===== src/rtl/core_ctrl_if.sv =====
// Host streaming port for core_ctrl: Q/K vectors over valid/ready.
// The master drives valid/data; the slave (sequencer) drives ready.
interface core_ctrl_if #(
    parameter int DW = 64
);
    logic          in_valid;
    logic [DW-1:0] in_data;
    logic          in_ready;

    modport master (
        output in_valid,
        output in_data,
        input  in_ready
    );

    modport slave (
        input  in_valid,
        input  in_data,
        output in_ready
    );
endinterface


===== src/rtl/core_ctrl.sv =====
// Attention-pass sequencer driving core.inst / core.mem_in.
// Optional macro CORE_CTRL_KREUSE_EN adds k_reuse to skip K_WR/LOAD.
module core_ctrl #(
    parameter int bw          = 8,
    parameter int pr          = 8,
    parameter int col         = 8,
    parameter int total_cycle = 8,
    parameter int load_gap    = 10,
    parameter int exec_drain  = 12
) (
    input  logic             clk,
    input  logic             reset,
    input  logic             start,
`ifdef CORE_CTRL_KREUSE_EN
    input  logic             k_reuse,
`endif
    core_ctrl_if.slave       host,
    output logic [pr*bw-1:0] mem_in,
    output logic [16:0]      inst,
    output logic             out_valid,
    output logic             busy,
    output logic             done
);
    typedef enum logic [3:0] {
        IDLE, Q_WR, K_WR, LOAD, GAP,
        EXEC, DRAIN, MOVE, READ, DONE
    } state_t;

    // 5-bit count so LOAD (col+2 cycles) still fits at col=16
    localparam logic [4:0] T_LAST = 5'(total_cycle - 1);
    localparam logic [4:0] C_LAST = 5'(col - 1);
    localparam logic [4:0] L_LAST = 5'(col + 1);
    localparam logic [4:0] G_LAST = 5'(load_gap - 1);
    localparam logic [4:0] D_LAST = 5'(exec_drain - 1);

    state_t           state, state_nx;
    logic [4:0]       cnt, cnt_nx;
    logic             rdy_q, rdy_d;
    logic [16:0]      inst_d;
    logic [pr*bw-1:0] mem_d;
    logic             busy_d, done_d;
    logic             hs, skip_k;

    assign hs            = host.in_valid & rdy_q;
    assign host.in_ready = rdy_q;

`ifdef CORE_CTRL_KREUSE_EN
    logic k_loaded, reuse_q;

    // remember a completed LOAD and latch the reuse request at start
    always_ff @(posedge clk or negedge reset) begin
        if (!reset) begin
            k_loaded <= 1'b0;
            reuse_q  <= 1'b0;
        end else begin
            if (state == LOAD && state_nx == GAP)
                k_loaded <= 1'b1;
            if (state == IDLE && start)
                reuse_q <= k_reuse & k_loaded;
        end
    end

    assign skip_k = reuse_q;
`else
    assign skip_k = 1'b0;
`endif

    // state and phase counter register
    always_ff @(posedge clk or negedge reset) begin
        if (!reset) begin
            state <= IDLE;
            cnt   <= '0;
        end else begin
            state <= state_nx;
            cnt   <= cnt_nx;
        end
    end

    // next state; counter clears on every phase change
    always_comb begin
        state_nx = state;
        cnt_nx   = cnt;
        unique case (state)
            IDLE:  if (start) state_nx = Q_WR;
            Q_WR:  if (hs) begin
                       cnt_nx = cnt + 5'd1;
                       if (cnt == T_LAST)
                           state_nx = skip_k ? GAP : K_WR;
                   end
            K_WR:  if (hs) begin
                       cnt_nx = cnt + 5'd1;
                       if (cnt == C_LAST) state_nx = LOAD;
                   end
            LOAD:  begin
                       cnt_nx = cnt + 5'd1;
                       if (cnt == L_LAST) state_nx = GAP;
                   end
            GAP:   begin
                       cnt_nx = cnt + 5'd1;
                       if (cnt == G_LAST) state_nx = EXEC;
                   end
            EXEC:  begin
                       cnt_nx = cnt + 5'd1;
                       if (cnt == T_LAST) state_nx = DRAIN;
                   end
            DRAIN: begin
                       cnt_nx = cnt + 5'd1;
                       if (cnt == D_LAST) state_nx = MOVE;
                   end
            MOVE:  begin
                       cnt_nx = cnt + 5'd1;
                       if (cnt == T_LAST) state_nx = READ;
                   end
            READ:  begin
                       cnt_nx = cnt + 5'd1;
                       if (cnt == T_LAST) state_nx = DONE;
                   end
            DONE:  state_nx = IDLE;
            default: state_nx = IDLE;
        endcase
        if (state_nx != state) cnt_nx = '0;
    end

    // next values of the registered outputs for the current phase cycle
    always_comb begin
        inst_d = '0;
        mem_d  = '0;
        done_d = 1'b0;
        rdy_d  = (state_nx == Q_WR) || (state_nx == K_WR);
        busy_d = (state != IDLE) || (state_nx != IDLE);
        unique case (state)
            Q_WR:  if (hs) begin
                       inst_d[4]     = 1'b1;
                       inst_d[15:12] = cnt[3:0];
                       mem_d         = host.in_data;
                   end
            K_WR:  if (hs) begin
                       inst_d[2]     = 1'b1;
                       inst_d[15:12] = cnt[3:0];
                       mem_d         = host.in_data;
                   end
            LOAD:  begin
                       inst_d[6] = 1'b1;
                       if (cnt != 5'd0 && cnt != L_LAST) begin
                           inst_d[3]     = 1'b1;
                           inst_d[15:12] = 4'(cnt - 5'd1);
                       end
                   end
            EXEC:  begin
                       inst_d[7]     = 1'b1;
                       inst_d[5]     = 1'b1;
                       inst_d[15:12] = cnt[3:0];
                   end
            MOVE:  begin
                       inst_d[16]   = 1'b1;
                       inst_d[0]    = 1'b1;
                       inst_d[11:8] = cnt[3:0];
                   end
            READ:  begin
                       inst_d[1]    = 1'b1;
                       inst_d[11:8] = cnt[3:0];
                   end
            DONE:  done_d = 1'b1;
            default: ;
        endcase
    end

    // output registers; out_valid trails pmem_rd by one cycle
    always_ff @(posedge clk or negedge reset) begin
        if (!reset) begin
            inst      <= '0;
            mem_in    <= '0;
            rdy_q     <= 1'b0;
            out_valid <= 1'b0;
            busy      <= 1'b0;
            done      <= 1'b0;
        end else begin
            inst      <= inst_d;
            mem_in    <= mem_d;
            rdy_q     <= rdy_d;
            out_valid <= inst[1];
            busy      <= busy_d;
            done      <= done_d;
        end
    end
endmodule

===== src/flat_wrapper.sv =====
// flat-port wrapper written by rule: the top's interface ports become plain ports
module core_ctrl_flat 
#(
    parameter int bw          = 8,
    parameter int pr          = 8,
    parameter int col         = 8,
    parameter int total_cycle = 8,
    parameter int load_gap    = 10,
    parameter int exec_drain  = 12
)
  (clk, reset, start, mem_in, inst, out_valid, busy, done, host_in_valid, host_in_data, host_in_ready);
  core_ctrl_if host_i ();
  input  logic clk;
  input  logic reset;
  input  logic start;
  output logic [pr*bw-1:0] mem_in;
  output logic [16:0] inst;
  output logic out_valid;
  output logic busy;
  output logic done;
  input wire logic [$bits(host_i.in_valid)-1:0] host_in_valid;
  input wire logic [$bits(host_i.in_data)-1:0] host_in_data;
  output wire logic [$bits(host_i.in_ready)-1:0] host_in_ready;
  assign host_i.in_valid = host_in_valid;
  assign host_i.in_data = host_in_data;
  assign host_in_ready = host_i.in_ready;
  core_ctrl #(.bw(bw), .pr(pr), .col(col), .total_cycle(total_cycle), .load_gap(load_gap), .exec_drain(exec_drain)) u_core (.clk(clk), .reset(reset), .start(start), .host(host_i), .mem_in(mem_in), .inst(inst), .out_valid(out_valid), .busy(busy), .done(done));
endmodule

===== config.mk =====
export PLATFORM = sky130hd
export DESIGN_NAME = core_ctrl_flat
export DESIGN_NICKNAME = d
export VERILOG_FILES = /design/src/rtl/core_ctrl_if.sv /design/src/rtl/core_ctrl.sv /design/src/flat_wrapper.sv
export SDC_FILE = /design/constraint.sdc
export NUM_CORES = 1
export LEC_CHECK = 0
export CORE_MARGIN = 5
export CORE_UTILIZATION = 42
export CTS_CLUSTER_DIAMETER = 150
export CTS_CLUSTER_SIZE = 24
export DETAILED_ROUTE_END_ITERATION = 6
export MAX_ROUTING_LAYER = met4
export PLACE_DENSITY = 0.8
export SYNTH_ARGS = -nofsm -noshare
export SYNTH_HDL_FRONTEND = slang
export SYNTH_SLANG_ARGS = --single-unit
export TNS_END_PERCENT = 10

===== constraint.sdc =====
create_clock -name clk -period 2.2 [get_ports clk]
set_input_delay 0.44 -clock clk [delete_from_list [all_inputs] [get_ports clk]]
set_output_delay 0.44 -clock clk [all_outputs]
set_load 0.01 [all_outputs]

==> flow_summary_export.csv, run 1 <==
group,metric,value,unit
yosys,ys_async_sr_fraction,100.0,%
power,p_clk_share,20.7,%
route,wl,9611,um
power,p_leak,0.002436,uW
power,swShare,32.56,%
global_routing,grt_pass1_vias,2575,
yosys,synthCells,279,
yosys,synth-edff-count,0,
yosys,yosysSeqAreaShare,65.81,%
sta,period_minus_slack,1.994,ns
clock_tree,ctsResizeCount,0,
cells_and_area,num-nets-final,507,
clock_tree,cts_tree,"built",
place,place.detailed.hpwl,7249,um
sta,final-setup-viol-count,0,
clock_tree,clockBufferDepth,2,
sta,tightestPinTransition,0.4804,ns
worst_setup_path,crit_required,2.48,ns
clock_tree,post_cts_buffers,0,
sta,fmax,0.5015,GHz
power,combPwrFrac,37.4,%
worst_setup_path,arrival,2.28,ns
power,seqPwrFrac,41.9,%
run,max-cap-violations,0,
cells_and_area,fillCellCount,623,
floorplan,die_area,10250,um2
clock_tree,h-tree-depth,3,
yosys,synth.avg_cell_area,12.54,um2
cells_and_area,antenna_cells,0,
yosys,yosysUniqueCellTypes,44,
worst_setup_path,startpoint_type,"flip-flop",
cells_and_area,syn_to_final_growth,53.58,%
floorplan,rows,33,
route,via_per_inst,4.776,
global_routing,grt_overflow_total,0,
yosys,ys.flop_type,"dfrtp_1",
clock_tree,clk_pin_slew,0.09,ns
clock_tree,numCtsBuffers,9,
yosys,synth-warning-count,0,
place,gp_congestion,0.8761,
route,vias,2603,
floorplan,pin_count,153,
route,firstDrtPassIters,4,
power,p_int,3666,uW
run_status,status,"complete, no violations",
place,io_buffer_count,152,
clock_tree,clock-sinks,92,
power,finalPower,5435,uW
floorplan,die-height,101.3,um
global_routing,grt_usage,19.52,%
power,netSwitchingPower,1770,uW
clock_tree,root_buffer,"clkbuf_8",
route,routedWlPerCell,17.63,um
clock_tree,clk_latency,0.36,ns
min_path,hold_path_class,"reg -> reg",
sta,slew_headroom,67.78,%
global_routing,grt_max_degree,65,
global_routing,antenna_found_initial,0,
route,ant_nets,0,
cells_and_area,final_layout_size_suffix_gt1_share,7.727,%
yosys,syn-num-nets,351,
sta,hold_violations,0,
sta,maxSlewViolCount,0,
worst_setup_path,path_class,"reg -> reg",
worst_setup_path,critPathCaptureType,"flip-flop",
floorplan,initial_utilization,42.79,%
global_routing,grt_pass1_wl,14590,um
yosys,synthesis.area,3498,um2
sta,post-route-period-util,90.63,%
sta,rsz0062_at_grt,"false",
worst_setup_path,worstPathMaxFanout,6,
yosys,ys_ff_latch,92,
sta,skew,0.01324,ns
sta,setup_tns,0,ns
route,drt_iter0_markers,111,
route,drcViolationCount,0,
power,ir_worst_vdd,0.5342,mV
power,powerDensity,1012,nW/um2
floorplan,core-area,8175,um2
floorplan,die_w,101.3,um
-- cell usage after synthesis (2+ instances only) --
master | number | area (um2)
xor2_1 | 3 | 26.28
inv_1 | 9 | 33.78
nand2_1 | 5 | 18.77
buf_2 | 7 | 35.03
and4bb_1 | 3 | 37.54
dfrtp_1 | 92 | 2302
nand3_1 | 3 | 15.01
ha_1 | 4 | 50.05
nor3_1 | 4 | 20.02
a21oi_1 | 7 | 35.03
and3_1 | 2 | 12.51
nand4bb_1 | 2 | 22.52
nor2_1 | 12 | 45.04
and2_1 | 68 | 425.4
o21ai_0 | 11 | 55.05
buf_4 | 2 | 15.01
nand2b_1 | 7 | 43.79
a31oi_1 | 3 | 18.77
clkbuf_1 | 6 | 22.52
o21ai_1 | 3 | 15.01
mux2i_1 | 3 | 30.03
-- worst max-delay path, cell delays in order, from the launching register on --
cell	delay (ns)
dfrtp_1	0.44
inv_1	0.13
ha_1	0.26
mux2_2	0.28
a32oi_1	0.30
nand3b_1	0.13
a22o_1	0.27
nor2_1	0.13
-- metrics by stage --
| step | hold slack, ns | utilization (%) | std cells | setup slack (ns) | cell area (um2) |
|---|---|---|---|---|---|
| 2_1_floorplan | 0.1444 | - | 279 | 0.5098 | 3498 |
| 4_1_cts | 0.3778 | 65.72 | 545 | 0.2152 | 5373 |
| 3_5_place_dp | 0.3632 | 63.18 | 528 | 0.2134 | 5165 |
| 6_report | 0.3803 | 65.72 | 545 | 0.2060 | 5373 |
| 3_3_place_gp | 0.3619 | 63.18 | 528 | 0.2551 | 5165 |
| 5_1_grt | 0.4136 | 65.72 | 545 | 0.02643 | 5373 |
-- power groups by stage --
stage               logic, uW  clock network [uW]  registers [uW]
CTS                      2060                1160            2280
finish                   2030                1120            2280
floorplan                 895                   0            2390
global placement         1990                   0            2290
global route             2200                1230            2320
detailed placement       2040                   0            2310
-- cell usage in the layout (no fill, tap or decap), drive strengths merged, types with 3 or more instances in the layout --
| cell type | count |
|---|---|
| xor2 | 3 |
| nor3 | 4 |
| nand2b | 7 |
| nor2 | 13 |
| buf | 8 |
| clkdlybuf4s50 | 151 |
| inv | 11 |
| clkbuf | 10 |
| a31oi | 3 |
| and2 | 68 |
| mux2i | 3 |
| a21oi | 7 |
| nand3 | 3 |
| nand2 | 5 |
| and4bb | 4 |
| clkinvlp | 3 |
| o21ai | 15 |
| dfrtp | 92 |
| ha | 4 |
-- kinds of logic (layout without fill, tap and decap cells) --
kind of cell | count (synthesis) | after routing | synth area share (%)
adders and majority gates | 4 | 4 | 1.431
buffers and inverters | 24 | 185 | 3.040
DFF | 92 | 92 | 65.81
xor gates and xnor gates | 4 | 4 | 1.002
muxes | 4 | 4 | 1.180
and+or+nand+nor | 117 | 117 | 21.14
AOI/OAI and AO/OA | 34 | 34 | 6.402
-- metal layers --
metal | up-vias | GRT usage (%) | part of all wire, %
met5 | - | - | 0
met1 | 1236 | 23.17 | 39
met3 | 13 | 5.579 | 9.7
met4 | 0 | 7.055 | 1.1
met2 | 132 | 31.74 | 50
li1 | 1222 | - | -
-- timing repair --
action                                  CTS  global route
hold buffers                              1             0
endpoints found under the setup margin    0             0
endpoints found under the hold margin    21             0
-- final timing paths --
path,startpoint,end,slack (ns),cells after the start
setup / recovery,u_core.cnt[1],u_core.cnt[2],0.21,7
hold / removal,u_core.inst[1],u_core.out_valid,0.38,0
setup reg to reg,u_core.cnt[1],u_core.cnt[2],0.21,7
hold reg to reg,u_core.inst[1],u_core.out_valid,0.38,0
max in group asynchronous,reset,u_core.mem_in[44],1.05,3
min in group asynchronous,reset,u_core.mem_in[11],0.54,2
-- flip-flops by register name (all words and copies together) (netlist names) --
name,cells
u_core.busy,1
u_core.state,4
u_core.done,1
u_core.cnt,5
u_core.out_valid,1
u_core.mem_in,64
u_core.inst,15
u_core.host.in_ready,1
-- final cells by class --
class	count	area, um2	share of cell area [%]
Sequential cell	92	2302	42.85
Timing Repair Buffer	160	1607	29.90
Inverter	9	33.78	0.6288
Clock buffer	10	127.6	2.375
Tap cell	105	131.4	2.445
Clock inverter	6	70.07	1.304
Multi-Input combinational cell	163	1101	20.49
Power figures use the tool's default switching activity.
==> run 2: changes to the inputs <==
Settings changed: ABC_AREA set to 1, SKIP_LAST_GASP set to 1.
==> run 2 against run 1 <==
Against the previous run: clock skew shrank 0.0050 ns; fmax grew 7.9%; routed wire length is 0.12% lower; via count up 8.4%; sequential power shrank 26%; critical path depth increased by 6; register-to-register slack better by 0.15 ns; worst setup slack better by 0.15 ns; core utilization is 0.14 points higher; largest power group unchanged.
==> flow_summary_export.csv, run 2 <==
group,metric,value,unit
yosys,ys_ff_latch,92,
worst_setup_path,cp_top_family,"simple AND/OR/NAND/NOR gates",
floorplan,core-area,8217,um2
cells_and_area,layout_common_cells,"clkdlybuf4s50_1, dfrtp_1, nor2_1, inv_1, nand2_1",
yosys,synth.avg_cell_area,9.641,um2
yosys,syn-num-nets,439,
worst_setup_path,slowest_stage,"dfrtp_1",
global_routing,grt_pass1_wl,14520,um
place,gp_congestion,0.9238,
cells_and_area,regMostFlops,"u_core.mem_in",
yosys,synth_most_common_cell,"dfrtp_1",
global_routing,grt_max_degree,65,
global_routing,grt_usage,19.40,%
run_status,status,"complete, no violations",
place,dp.cells,618,
clock_tree,numCtsBuffers,9,
cells_and_area,final_layout_size_suffix_gt1_share,10.21,%
clock_tree,clk_latency,0.35,ns
yosys,synth-edff-count,0,
cells_and_area,fillCellCount,623,
cells_and_area,fin_area,5411,um2
clock_tree,cts_tree,"built",
clock_tree,holdBufCountCts,0,
power,combPwrFrac,5.8,%
cells_and_area,final_cells,634,
min_path,hold_path_class,"in -> async",
route,routedWlPerCell,15.14,um
place,placed_cell_area,5189,um2
floorplan,die_w,101.8,um
route,via_per_inst,4.451,
global_routing,grt_pass1_vias,2821,
sta,tightestPinTransition,0.5312,ns
power,netSwitchingPower,676.2,uW
cells_and_area,final_core_util,65.86,%
clock_tree,clockBufferDepth,2,
floorplan,die_area,10360,um2
cells_and_area,final_common_cell,"clkdlybuf4s50_1",
worst_setup_path,worstPathMaxFanout,7,
sta,period_minus_slack,1.848,ns
power,p_clk_share,40.3,%
yosys,yosysSeqAreaShare,65.06,%
floorplan,die-height,101.8,um
sta,maxSlewViolCount,0,
worst_setup_path,startpoint_type,"flip-flop",
worst_setup_path,path_cells,"inv_1 > ha_1 > inv_1 > nor2_1 > nand2_1 > nand2_2 > nand2_2 > nor2_2 > nand3_2 > nand2_1 > nand2_1 > nand2_2 > nor2_2",
cells_and_area,largest_register_ffs,64,
sta,setup_tns,0,ns
power,seqPwrFrac,53.9,%
power,p_int,2457,uW
power,powerDensity,579.0,nW/um2
sta,hold_violations,0,
yosys,synthesis.area,3538,um2
floorplan,pin_count,153,
sta,slew_headroom,64.59,%
yosys,yosys.area.top_type,"dfrtp_1",
sta,post-route-period-util,84.01,%
power,swShare,21.58,%
worst_setup_path,critical-path-max-stage-delay,0.42,ns
global_routing,grt_overflow_total,0,
worst_setup_path,arrival,2.09,ns
route,drt_iter0_markers,82,
clock_tree,post_cts_buffers,0,
yosys,ys.flop_type,"dfrtp_1",
sta,fmax,0.5410,GHz
power,ir_worst_vdd,0.2684,mV
worst_setup_path,critPathCaptureType,"flip-flop",
yosys,synth-warning-count,0,
clock_tree,root_buffer,"clkbuf_8",
yosys,synthCells,367,
clock_tree,h-tree-depth,3,
sta,skew,0.008270,ns
route,vias,2822,
floorplan,initial_utilization,43.06,%
yosys,ys_async_sr_fraction,100.0,%
place,place.detailed.hpwl,7469,um
yosys,synth.cells.most_frequent,"dfrtp_1, nor2_1, inv_1",
global_routing,antenna_found_initial,0,
cells_and_area,num-nets-final,596,
power,p_leak,0.002782,uW
yosys,synth_top_area_share,65.06,%
route,ant_nets,0,
run,max-cap-violations,0,
sta,rsz0062_at_grt,"false",
route,drcViolationCount,0,
cells_and_area,syn_to_final_growth,52.93,%
sta,final-setup-viol-count,0,
worst_setup_path,crit_required,2.44,ns
route,firstDrtPassIters,4,
yosys,yosysUniqueCellTypes,24,
floorplan,rows,33,
cells_and_area,antenna_cells,0,
worst_setup_path,path_class,"reg -> reg",
worst_setup_path,critPathBufInv,2,
place,io_buffer_count,152,
clock_tree,clock-sinks,92,
clock_tree,ctsResizeCount,0,
yosys,yosys-top-cells-area,"dfrtp_1, nor2_1, inv_1",
clock_tree,clk_pin_slew,0.10,ns
cells_and_area,reg_top3,"u_core.mem_in (64), u_core.inst (15), u_core.cnt (5)",
route,wl,9599,um
-- run 2: metrics by stage --
step           setup WS [ns]  power (uW)  hold slack [ns]
2_1_floorplan         0.5582        1745           0.1444
3_3_place_gp          0.3162        1902           0.3610
5_1_grt               0.1656        3248          0.09423
6_report              0.3517        3133          0.05512
4_1_cts               0.3405        3169          0.06376
3_5_place_dp          0.2957        1906           0.3737
-- run 2: power groups by stage --
stage          Clock [uW]  Combinational (uW)  Sequential (uW)
2_1_floorplan           0                21.5             1720
3_3_place_gp            0                 179             1720
3_5_place_dp            0                 183             1720
4_1_cts              1290                 185             1690
5_1_grt              1360                 202             1690
6_report             1260                 182             1690
-- run 2: cell families after synthesis --
group                      count (synthesis)  synth area share [%]
DFF                                       92                 65.06
buffers and inverters                     91                 10.11
adders and majority gates                  4                 1.414
AOI/OAI and AO/OA                         13                 2.581
xor gates and xnor gates                   3                0.7427
and+or+nand+nor                          164                 20.08
-- run 2: path summary, 6_finish.rpt --
| path | startpoint | to | slack (ns) | cells past startpoint |
|---|---|---|---|---|
| worst min-delay path | reset | u_core.mem_in[16] | 0.06 | 1 |
| min in group clk | u_core.inst[1] | u_core.out_valid | 0.39 | 0 |
| worst min register to register | u_core.inst[1] | u_core.out_valid | 0.39 | 0 |
| max in group asynchronous | reset | u_core.mem_in[43] | 1.42 | 2 |
| worst max-delay path | u_core.cnt[1] | u_core.cnt[3] | 0.35 | 13 |
| worst max register to register | u_core.cnt[1] | u_core.cnt[3] | 0.35 | 13 |
-- run 2: layout make-up --
| cell class | count | area [um2] | share of cell area, % |
|---|---|---|---|
| clock inverter | 6 | 95.09 | 1.757 |
| inverter | 82 | 307.8 | 5.688 |
| tap | 105 | 131.4 | 2.428 |
| sequential | 92 | 2302 | 42.54 |
| timing repair buffer | 155 | 1567 | 28.95 |
| clock buffer | 10 | 127.6 | 2.358 |
| multi-input combinational | 184 | 880.8 | 16.28 |
-- run 2: layer usage --
metal	vias to the layer above	share of wire [%]	GRT usage, %	wire length (um)
li1	1370	-	-	-
met1	1336	38	21.83	3677
met2	105	51	33.10	4913
met3	11	9.1	5.028	876
met4	0	1.4	7.362	132
met5	-	0	-	0
